--- src/rtl/rotl_pipe.sv ---
// ----------------------------------------------------------------------------
// rotl_pipe -- rotate-left unit with valid/ready handshakes on both sides.
//
// Undoes the datapath's right-rotate barrel shifter: a word that went through
// that shifter with some offset comes back out of this block unchanged when
// given the same offset.
//
//    out_data[i] = in_data[(i - in_offset) mod 2**OFFW]
//
// Build option (macro ROTL_PIPE_EN):
//    defined   : OFFW register stages. Stage k rotates by 2**k when its offset
//                bit is set. Latency OFFW, capacity OFFW words.
//    undefined : one register stage doing the whole rotate combinationally.
//                Latency 1, capacity 1.
//
// Parameters:
//    OFFW       offset width; the data width is 2**OFFW
//
// Ports:
//    clk        rising-edge clock
//    rst_n      asynchronous active-low reset; clears every stage
//    in_data    word to rotate
//    in_offset  rotate-left amount, 0 .. 2**OFFW-1
//    in_valid   producer offers a word
//    in_ready   block takes the offered word this cycle (combinational from
//               out_ready through the stage valid flags)
//    out_data   rotated word, driven straight from the last stage register
//    out_valid  out_data holds a word
//    out_ready  consumer takes out_data this cycle
// ----------------------------------------------------------------------------
module rotl_pipe #(
    parameter int OFFW = 4
) (
    input  logic                 clk,
    input  logic                 rst_n,
    input  logic [2**OFFW-1:0]   in_data,
    input  logic [OFFW-1:0]      in_offset,
    input  logic                 in_valid,
    output logic                 in_ready,
    output logic [2**OFFW-1:0]   out_data,
    output logic                 out_valid,
    input  logic                 out_ready
);

    localparam int W = 2**OFFW;

    // Rotate left by 2**k. The shifts are evaluated at W bits, so the bits
    // pushed out on the left come back in on the right.
    function automatic logic [W-1:0] rot_pow2(input logic [W-1:0] x, input int k);
        return (x << (2**k)) | (x >> (W - 2**k));
    endfunction

`ifdef ROTL_PIPE_EN

    // Per-stage registers. off_q[k] holds the offset bits still to be
    // applied downstream, right-aligned, so every stage tests bit 0.
    logic [OFFW-1:0] v_q;
    logic [W-1:0]    d_q   [OFFW];
    logic [OFFW-1:0] off_q [OFFW];

    // What each stage would load from its upstream this cycle.
    logic [OFFW-1:0] up_v;
    logic [W-1:0]    up_d   [OFFW];
    logic [OFFW-1:0] up_off [OFFW];
    logic [W-1:0]    rot_d  [OFFW];

    // rdy[k]: stage k may load this cycle. rdy[OFFW] is the consumer.
    logic [OFFW:0]   rdy;

    always_comb begin
        up_v[0]   = in_valid;
        up_d[0]   = in_data;
        up_off[0] = in_offset;
        for (int k = 1; k < OFFW; k++) begin
            up_v[k]   = v_q[k-1];
            up_d[k]   = d_q[k-1];
            up_off[k] = off_q[k-1];
        end
    end

    always_comb begin
        for (int k = 0; k < OFFW; k++) begin
            rot_d[k] = up_off[k][0] ? rot_pow2(up_d[k], k) : up_d[k];
        end
    end

    // An empty stage always loads, which is what lets bubbles collapse while
    // the consumer is stalled. Evaluated in one block, downstream first.
    always_comb begin
        rdy       = '0;
        rdy[OFFW] = out_ready;
        for (int k = OFFW - 1; k >= 0; k--) begin
            rdy[k] = !v_q[k] || rdy[k+1];
        end
    end

    always_ff @(posedge clk or negedge rst_n) begin
        if (!rst_n) begin
            v_q <= '0;
            for (int k = 0; k < OFFW; k++) begin
                d_q[k]   <= '0;
                off_q[k] <= '0;
            end
        end else begin
            for (int k = 0; k < OFFW; k++) begin
                if (rdy[k]) begin
                    // A load with nothing upstream just empties the stage;
                    // the payload registers keep their old contents.
                    v_q[k] <= up_v[k];
                    if (up_v[k]) begin
                        d_q[k]   <= rot_d[k];
                        off_q[k] <= up_off[k] >> 1;
                    end
                end
            end
        end
    end

    assign in_ready  = rdy[0];
    assign out_valid = v_q[OFFW-1];
    assign out_data  = d_q[OFFW-1];

`else

    // Full rotate as a log shifter: one conditional 2**k step per offset bit.
    function automatic logic [W-1:0] rotl(input logic [W-1:0] x,
                                          input logic [OFFW-1:0] amt);
        logic [W-1:0] r;
        r = x;
        for (int k = 0; k < OFFW; k++) begin
            if (amt[k]) begin
                r = rot_pow2(r, k);
            end
        end
        return r;
    endfunction

    logic         v_q;
    logic [W-1:0] d_q;

    assign in_ready = !v_q || out_ready;

    always_ff @(posedge clk or negedge rst_n) begin
        if (!rst_n) begin
            v_q <= 1'b0;
            d_q <= '0;
        end else if (in_ready) begin
            v_q <= in_valid;
            if (in_valid) begin
                d_q <= rotl(in_data, in_offset);
            end
        end
    end

    assign out_valid = v_q;
    assign out_data  = d_q;

`endif

endmodule
--- config.mk ---
export PLATFORM = sky130hd
export DESIGN_NAME = rotl_pipe
export DESIGN_NICKNAME = d
export VERILOG_FILES = /design/src/rtl/rotl_pipe.sv
export SDC_FILE = /design/constraint.sdc
export NUM_CORES = 1
export LEC_CHECK = 0
export CORE_MARGIN = 2
export CORE_UTILIZATION = 30
export DETAILED_ROUTE_END_ITERATION = 8
export DONT_BUFFER_PORTS = 1
export GPL_ROUTABILITY_DRIVEN = 0
export PLACE_DENSITY_LB_ADDON = 0.25
export SYNTH_ARGS = -nofsm -noshare
export SYNTH_HDL_FRONTEND = slang
export SYNTH_SLANG_ARGS = --single-unit
--- constraint.sdc ---
create_clock -name clk -period 1.3 [get_ports clk]
set_input_delay 0.195 -clock clk [delete_from_list [all_inputs] [get_ports clk]]
set_output_delay 0.195 -clock clk [all_outputs]
set_load 0.01 [all_outputs]
Word-level counts from Yosys, hierarchy flattened
Cells that the tools add are included.

operators by class
  reduce and logical (&&, ||, !) cells = 3
  shifts and indexed selects = 0
  divide/modulo/power cells = 0
  bitwise logic cells = 4
  mux-type cells = 10
  multipliers = 0
  order comparisons = 0
  add/subtract/negate cells = 0
  eq/ne operators = 0

operator list
  kind                number
  $mux W16            10
  $or A16 B1 Y16      1
  $or A16 B2 Y16      1
  $or A16 B4 Y16      1
  $or A16 B8 Y16      1
  $reduce_and A2 Y1   1
  $logic_not A1 Y1    1
  $logic_or A1 B1 Y1  1

word-level totals
  bits in read-only memories = 0
  flip-flop bits (word level) = 17
  bits in writable memories = 0
  memories kept = 0
  output and inout port bits = 18
  bits in latches = 0

Depth between registers and ports, before layout
Gate-level depths: netlist of run 1.

  depth in word-level cells = 14
  mapped depth = 5
  depth with buffers taken out = 4

Worst setup path before layout of run 1
Ideal clock, no wire load.

  path kind = reg-to-reg
  start = register v_q, in the netlist out_valid
  end = register d_q[11], in the netlist out_data[11]
  arrival = 1,368 ps
  stages on the path, launching flop included = 6
  slack = -214 ps
  path buffers = 1
  data required time = 1,154 ps
  cells stage by stage = dfrtp_1 nor2b_2 inv_1 nand3_1 clkbuf_1 o221ai_1

between the ends
  longest elaborated chain between the ends = 3

RTL lines
  element                             line  RTL
  start, declared                     138   logic v_q;
  start signal, assigned              148   v_q <= in_valid;
  $logic_not A1 Y1                    141   assign in_ready = !v_q || out_ready;
  $logic_or A1 B1 Y1                  141
  net in_ready                        39    output logic in_ready,
  $reduce_and A2 Y1 (no source line)  -
  end signal, assigned                150   d_q <= rotl(in_data, in_offset);
  end, declared                       139   logic [W-1:0] d_q;

The timed path passes the listed nets, and every way through them passes these cells.
A chain may end at the register's enable or synchronous reset.

Worst setup path in the final report of run 1
  start = register v_q, in the netlist out_valid
  end = register d_q[8], in the netlist out_data[8]

between the ends
  longest elaborated chain between the ends = 3

RTL lines
  element                             line
  $logic_not A1 Y1                    141
  $logic_or A1 B1 Y1                  141
  $reduce_and A2 Y1 (no source line)  -

Every way passes these cells.

==> out/results.txt, run 1 <==
RSZ-0062 raised after global routing: true
Crit path launch: out_valid$_DFFE_PN0P_
Die Area: 4925 sq um
Slew Viols, Final: 0
Vias in the first global route: 982
Status: finished clean
Fraction of layout cells with a size suffix above 1: 22.45%
Clock Sinks: 17
DIE HEIGHT: 70.18 um
Final hold vios: 0
GRT overflow: 0
Hold crit path type: input port to flip-flop
DIE WIDTH: 70.18 um
Seq/Total Area, Yosys: 32.38%
Initial core utilization: 30.59%
CTS clk-pin slew, worst paths: 0.06 ns
Setup crit end kind: flip-flop
Worst reg2reg startpoint: out_valid$_DFFE_PN0P_
Synth cell types: 15
Via count: 955
Routed Antenna Nets: 0
Period utilization: 98.50%
Placed cell areas: 1340 sq um
Largest net degree at the start of global routing: 18
Crit path largest cell delay: 0.38 ns
Area grow syn2layout: 9.238%
Final HPWL DP: 2419 um
Vias per inst: 6.367
Crit path to: out_data[8]$_DFFE_PN0P_
Final setup violation count: 0
Cell Chain, Critical Path: nor2b_4 > or3_4 > buf_6 > o221ai_1
R2r setup slk: 0.02 ns
Clock Tree Buf Depth: 2
H-tree levels: 1
Cells after Synth: 98
CTS Buf Count: 3
Max Cap Viol: 0
Initial antenna violation count: 0
Hold path depth: 2
DRT Wirelength: 3215 um
Average size of a mapped cell: 13.41 sq um
Syn Std Cell Area: 1314 sq um
Antenna cells: 0
Setup TNS: 0 ns
YS warnings: 0
R2R Path End: out_data[8]$_DFFE_PN0P_
Setup bufs post-CTS: 0
First-pass DRT Iterations: 5
CTS tree: done
Flops & latches, synth: 17
First-pass GRT wire length: 5071 um
Fin crit period: 1.281 ns
Layout Skew: 0.003424 ns
Worst VDD drop: 0.0004295 V
Req. time, crit path: 1.45 ns
CORE AREA: 4294 sq um
Worst reg2reg path depth: 4
DR DRC count: 0
Leakage power: 0.0005697 uW
Syn Nets: 122
Net total in the final layout: 123
Startpoint types: flip-flop
Slowest CP cell: dfrtp_1
Io pins: 42
CP Max Fanout: 8
Worst EP arrival: 1.44 ns
Slew Limit Headroom: 47.55%
Power Total: 1515 uW
CTS root buf: clkbuf_8
Avg WL per Cell: 21.43 um
WS Path Type: flip-flop to flip-flop
Pwr/cell area: 1056 nW/um^2
Max Fclk: 780.9 MHz
Total global-route track usage: 13.03%
Worst-Skew Late Latency: 0.25 ns
Design area: 1435 sq um
Actual slew at the worst max-slew pin: 0.7841 ns
Rows: 24
PortBufs: 0
DR iter-0 viols: 84
cells in the final DEF, fill, tap and decap left out, drive strengths merged:
master,instances
buf,6
clkbuf,4
dfrtp,17
dlygate4sd3,1
inv,2
mux2i,16
mux4,16
nand2,1
nand3,1
nor2b,1
o21ai,16
o221ai,16
or3,1
cell usage after synthesis:
master / count / share of area, %
nand3_1: 1 / 0.38
nor2b_2: 1 / 0.67
clkbuf_1: 4 / 1.1
mux2i_1: 16 / 12
dfrtp_1: 17 / 32
buf_12: 1 / 1.5
mux4_2: 4 / 6.9
mux4_1: 12 / 24
or3_1: 1 / 0.48
buf_2: 5 / 1.9
o221ai_1: 16 / 11
inv_1: 2 / 0.57
o21ai_0: 16 / 6.1
buf_6: 1 / 0.86
nand2_1: 1 / 0.29
through the flow:
step / utilization, % / std cells / worst slack [ns] / hold slack [ns]
2_1_floorplan: - / 98 / -0.07620 / -0.1006
3_3_place_gp: 31.21 / 144 / -0.03769 / -0.1002
3_5_place_dp: 31.21 / 144 / -0.06251 / -0.1002
4_1_cts: 32.58 / 149 / 0.008894 / 0.2208
5_1_grt: 33.42 / 150 / -0.02621 / 0.2297
6_report: 33.42 / 150 / 0.01948 / 0.2245
final cells by class:
class | count | area, sq um
clock buffer | 4 | 45.04
sequential | 17 | 425.4
inverter | 2 | 7.507
multi-input combinational | 68 | 829.5
fill | 434 | 2859
timing repair buffer | 7 | 62.56
tap | 52 | 65.06
cell families after synthesis:
group,share of synthesized area [%]
multiplexers,43.05
AO/OA/AOI/OAI,16.76
flip-flops,32.38
AND/OR/NAND/NOR,1.809
buffers and inverters,6.000
how the worst min path moves through the flow:
stage                       startpoint                        to  slack (ns)
final                     in_offset[0]   out_data[9]$_DFFE_PN0P_        0.22
after global routing      in_offset[0]  out_data[13]$_DFFE_PN0P_        0.23
after CTS                 in_offset[0]  out_data[11]$_DFFE_PN0P_        0.22
after detailed placement         rst_n   out_data[2]$_DFFE_PN0P_       -0.10
after global placement           rst_n   out_data[2]$_DFFE_PN0P_       -0.10
after floorplan                  rst_n   out_data[0]$_DFFE_PN0P_       -0.10
per-layer routing:
layer	global-route usage, %	up-vias	part of all wire [%]
li1	-	421	-
met1	18.11	484	44
met2	18.62	48	45
met3	5.772	2	10
met4	3.205	0	0.65
met5	0	-	0
critical path, delay by kind of cell, from the launching register on:
kind,cells,cell delay (ns)
buf+inv,1,0.15
simple gates,2,0.47
flops,1,0.38
compound gates,1,0.19
flip-flops by register name (all words and copies together) (netlist names):
signal     cells
out_data      16
out_valid      1
report_power, final:
| part | switching (uW) | internal, uW |
|---|---|---|
| Combinational | 181 | 200 |
| Clock | 171 | 217 |
| Sequential | 119 | 627 |
| Total | 471 | 1040 |
timing repair:
| item | 4_1_cts | 5_1_grt |
|---|---|---|
| pin swaps | 0 | 0 |
| endpoints found under the hold margin | 17 | 0 |
| endpoints found under the setup margin | 2 | 14 |
| gates cloned | 0 | 1 |
| hold buffers | 1 | 0 |
| gates resized for setup | 1 | 7 |
No activity file was read; power rests on OpenSTA's default activity.
==> run 2: changes to the inputs <==
Settings changed: HOLD_SLACK_MARGIN from default to 0.05.
==> results of run 2 <==
Same layout as run 1: the final DEF is identical, and so are final timing and power.
==> run 3: changes to the inputs <==
Settings changed: TNS_END_PERCENT from default to 100.
==> results of run 3 <==
Same layout as run 1: the final DEF is identical, and so are final timing and power.
==> edit 1: new RTL, flow settings as in run 3 <==
Build with the macro `ROTL_PIPE_EN` defined.
--- a/src/rtl/rotl_pipe.sv
+++ b/src/rtl/rotl_pipe.sv
@@ -30,2 +30,4 @@
 // ----------------------------------------------------------------------------
+`define ROTL_PIPE_EN
+
 module rotl_pipe #(
Formal check against the unedited RTL: not equivalent (Yosys sat finds a counterexample within 4 cycles, from zero or initial values and one cycle with rst_n low).
==> edit 1 against run 3 <==
Critical endpoint is now d_q[50]; maximum frequency fell by 10%; clock skew rose by 0.0043 ns; area after synthesis rose to 2.8 times the old value; sequential cell count rose by 57; the flow now finishes with violations (negative hold slack, negative setup slack); final area rose to 3.0 times the old value; highest routed layer unchanged; synthesized cell count rose to 3.2 times the old value; setup slack got worse by 0.14 ns; largest power group unchanged; first-iteration DRC count rose by 62%; wire length rose by 130%; power rose to 5.8 times the old value; final cell count rose to 3.0 times the old value; die area rose to 2.7 times the old value.
==> edit 1: results (changes against run 3) <==
status: complete, but fails checks
failing checks: negative hold slack, negative setup slack
Worst IR Drop VDD: 0.625 mV (+46%)
DRT Pass-1 Iters: 4 (-1)
compound-cell area share of the yosys netlist: 0.140 (-0.0275)
via count: 2260 (+140%)
layout cells sized above 1: 0.255 (+0.0303)
CTS Hold Buffers Added: 4 (+3)
number of global-route vias before repair: 2233 (+130%)
Worst Max-Slew Pin Slew: 0.244 ns (-0.541 ns)
largest incremental delay on the critical path: 0.38 ns (about the same)
top cells by area, synth: dfrtp_1 51%, mux2i_1 13%, a21oi_1 11%, mux2_2 8.6%, mux2_4 4.1%
initial antenna violation count: 0 (unchanged)
CTS buffer count: 9 (+6)
final hold slack: -0.447 ns (-0.672 ns)
Mapped Cells: 313 (+220%)
Post-Synthesis Net Count: 337 (+180%)
Fin Setup TNS: -2.34 ns (-2.34 ns)
final setup fails: 37 (+37)
clock skew: 0.00772 ns (+0.00430 ns)
Worst Slack Setup Final: -0.125 ns (-0.144 ns)
Clock transition at path regs: 0.06 ns (about the same)
Placement Cell Area: 0.00376 mm2 (+180%)
nets: 329 (+170%)
clk root buf: clkbuf_16
Worst Path Arrival: 1.64 ns (+0.20 ns)
Top FF cell, synth: dfrtp_1
Inst Count DP: 432 (+200%)
worst slack at placement: -0.128 ns (-0.0656 ns)
H-tree depth: 3 (+2)
Worst-Skew Late Latency: 0.33 ns (+0.08 ns)
Total GRT Usage: 0.120 (-0.0102)
fin cells: 457 (+200%)
Post-Route WL: 7310 um (+130%)
largest net degree at the start of global routing: 75 (+57)
CP max FO: 10 (+2)
DRT iter0 DRCs: 136 (+62%)
Final Hold Violating Endpoints: 74 (+74)
mux cell area share after synthesis: 0.259 (-0.171)
max reg flops: 48 (+32)
Tightest Hold Check Type: primary input to asynchronous set/reset pin
sequential area share after synthesis: 0.507 (+0.183)
CTS max path bufs: 2 (unchanged)
first-pass GRT wire length: 12100 um (+140%)
leakage: 1.80 nW (+220%)
Distinct cells, synth: 20 (+5)
most frequent cells after synthesis: 80 x a21oi_1, 74 x dfrtp_1, 48 x mux2i_1
post-detail-place hpwl: 4900 um (+100%)
edit 1: what timing repair did:
| item | 4_1_cts | 5_1_grt |
|---|---|---|
| setup endpoints to repair | 71 | 58 |
| pin swaps | 1 | 3 |
| hold endpoints to repair | 78 | 74 |
| gates cloned | 1 | 1 |
| buffers inserted | 3 | 2 |
| gates resized for setup | 6 | 8 |
edit 1: worst paths after layout:
path,slack (ns),end,startpoint,depth (start not counted)
worst min register to register,0.51,off_q[9],off_q[14],1
max in group asynchronous,1.62,d_q[48],rst_n,0
worst min-delay path,-0.45,out_data[0],rst_n,0
worst max-delay path,-0.12,d_q[50],v_q[1],4
min in group clk,0.14,d_q[56],in_data[8],2
worst max register to register,-0.12,d_q[50],v_q[1],4
edit 1: metrics by stage:
step	utilization	power [mW]
after floorplan	-	5.67
after global placement	0.315	5.92
after detailed placement	0.315	5.96
after CTS	0.352	8.81
after global routing	0.354	9.28
final	0.354	8.74
edit 1: worst max-delay path, delay by kind of cell, from the launching register on:
kind | cells | cell delay (ns)
buffers and inverters | 1 | 0.17
AND/OR/NAND/NOR | 1 | 0.22
multiplexers | 1 | 0.34
AO/OA/AOI/OAI | 1 | 0.20
flip-flops | 1 | 0.38
edit 1: cell type report:
cell class,count,area [um2]
Fill cell,1182,7730
Sequential cell,74,1850
Multi-Input combinational cell,195,1570
Timing Repair Buffer,24,289
Clock buffer,12,267
Tap cell,147,184
Clock inverter,4,72.6
Inverter,1,3.75
edit 1: cell families (layout without fill, tap and decap cells):
family,Yosys count,in the layout
buf+inv,44,41
compound gates,97,97
simple gates,12,12
mux,86,86
flops,74,74
edit 1: per-layer routing:
| metal | vias to the layer above | routed length (um) | track usage |
|---|---|---|---|
| li1 | 1107 | - | - |
| met1 | 1095 | 3760 | 0.180 |
| met2 | 49 | 3100 | 0.160 |
| met3 | 9 | 341 | 0.0424 |
| met4 | 0 | 101 | 0.0390 |
| met5 | - | 0 | 0 |
edit 1: power by group:
group / switching [mW] / internal (mW)
combinational: 1.00 / 1.15
clock: 0.927 / 1.83
sequential: 0.733 / 3.09
==> edit 2: new RTL, flow settings as in run 3 <==
Without the edit above. Set the parameter `OFFW` to 5 (it was 4).
--- a/src/rtl/rotl_pipe.sv
+++ b/src/rtl/rotl_pipe.sv
@@ -31,3 +31,3 @@
 module rotl_pipe #(
-    parameter int OFFW = 4
+    parameter int OFFW = 5
 ) (
Interface: changed (resized in_data, in_offset and out_data); port bits go from 42 to 75. No check against the original RTL was run, so the function may have changed too.
==> edit 2 against run 3 <==
Sequential cell count rose by 16; setup slack better by 0.039 ns; power grew 120%; final area increased by 130%; final cell count rose to 2.6 times the old value; clock skew grew 0.0016 ns; global-route usage is 3.5 points higher; wire length rose to 2.8 times the old value; area after synthesis rose by 130%; worst hold slack lost 0.056 ns.
==> edit 2: results (changes against run 3) <==
Placement Cell Area: 0.00316 mm2 (+140%)
hold_sp: in_valid
Signal buffers: 17 (+10)
worst slack at placement: -0.234 ns (-0.171 ns)
mean routed wirelength per cell: 22.7 um (+6.1%)
via count: 2489 (+160%)
largest incremental delay on the critical path: 0.54 ns (+0.16 ns)
sw frac: 0.356 (+0.0455)
power per cell area: 1010 mW/mm2 (-4.0%)
crit path from: in_offset[1]
layout cells sized above 1: 0.337 (+0.113)
Inverters: 0 (-2)
met1 Use GR: 0.251 (+0.0696)
Worst IR Drop VDD: 0.286 mV (-33%)
Comb power frac: 0.348 (+0.097)
Post-Synthesis Net Count: 313 (+160%)
met3 Use GR: 0.0420 (-0.0157)
status: complete, no violations
comb_multi_in: 208 (+210%)
Worst Slack Setup Final: 0.0584 ns (+0.0389 ns)
CP max FO: 32 (+24)
sequential area share after synthesis: 0.274 (-0.0494)
storage element area: 826 um2 (+94%)
Clock group: 713 uW (+84%)
clock skew: 0.00505 ns (+0.00163 ns)
Post-Route WL: 9030 um (+180%)
CP max stage cell: mux4_2
H-tree depth: 2 (+1)
Die Area: 0.0108 mm2 (+120%)
final hold slack: 0.169 ns (-0.0560 ns)
leakage: 1.26 nW (+120%)
met2 WL: 3820 um (+170%)
Worst-Skew Late Latency: 0.28 ns (+0.03 ns)
[edit 2: cell count changes after synthesis, moves of 12 or more]
| cell | run 3 | this run |
|---|---|---|
| o21ai_0 | 16 | 0 |
| mux4_1 | 12 | 0 |
| o22ai_1 | 0 | 60 |
| o221ai_1 | 16 | 0 |
| dfrtp_1 | 17 | 33 |
| mux4_2 | 4 | 31 |
| mux2i_1 | 16 | 0 |
| nand2_1 | 1 | 35 |
| clkbuf_1 | 4 | 19 |
| mux2_4 | 0 | 29 |
| o31ai_1 | 0 | 28 |
[edit 2: repair_timing]
action,4_1_cts,5_1_grt
buffers inserted,0,0
hold buffers,3,0
endpoints found under the hold margin,34,0
resized for setup,1,2
setup endpoints to repair,1,2
[edit 2: cell families (layout without fill, tap and decap cells)]
family,Yosys count,in the layout,share of synthesized area
AOI/OAI and AO/OA,98,98,0.219
buffers and inverters,31,23,0.0536
DFF,33,33,0.274
muxes,63,63,0.388
and+or+nand+nor,47,47,0.0653
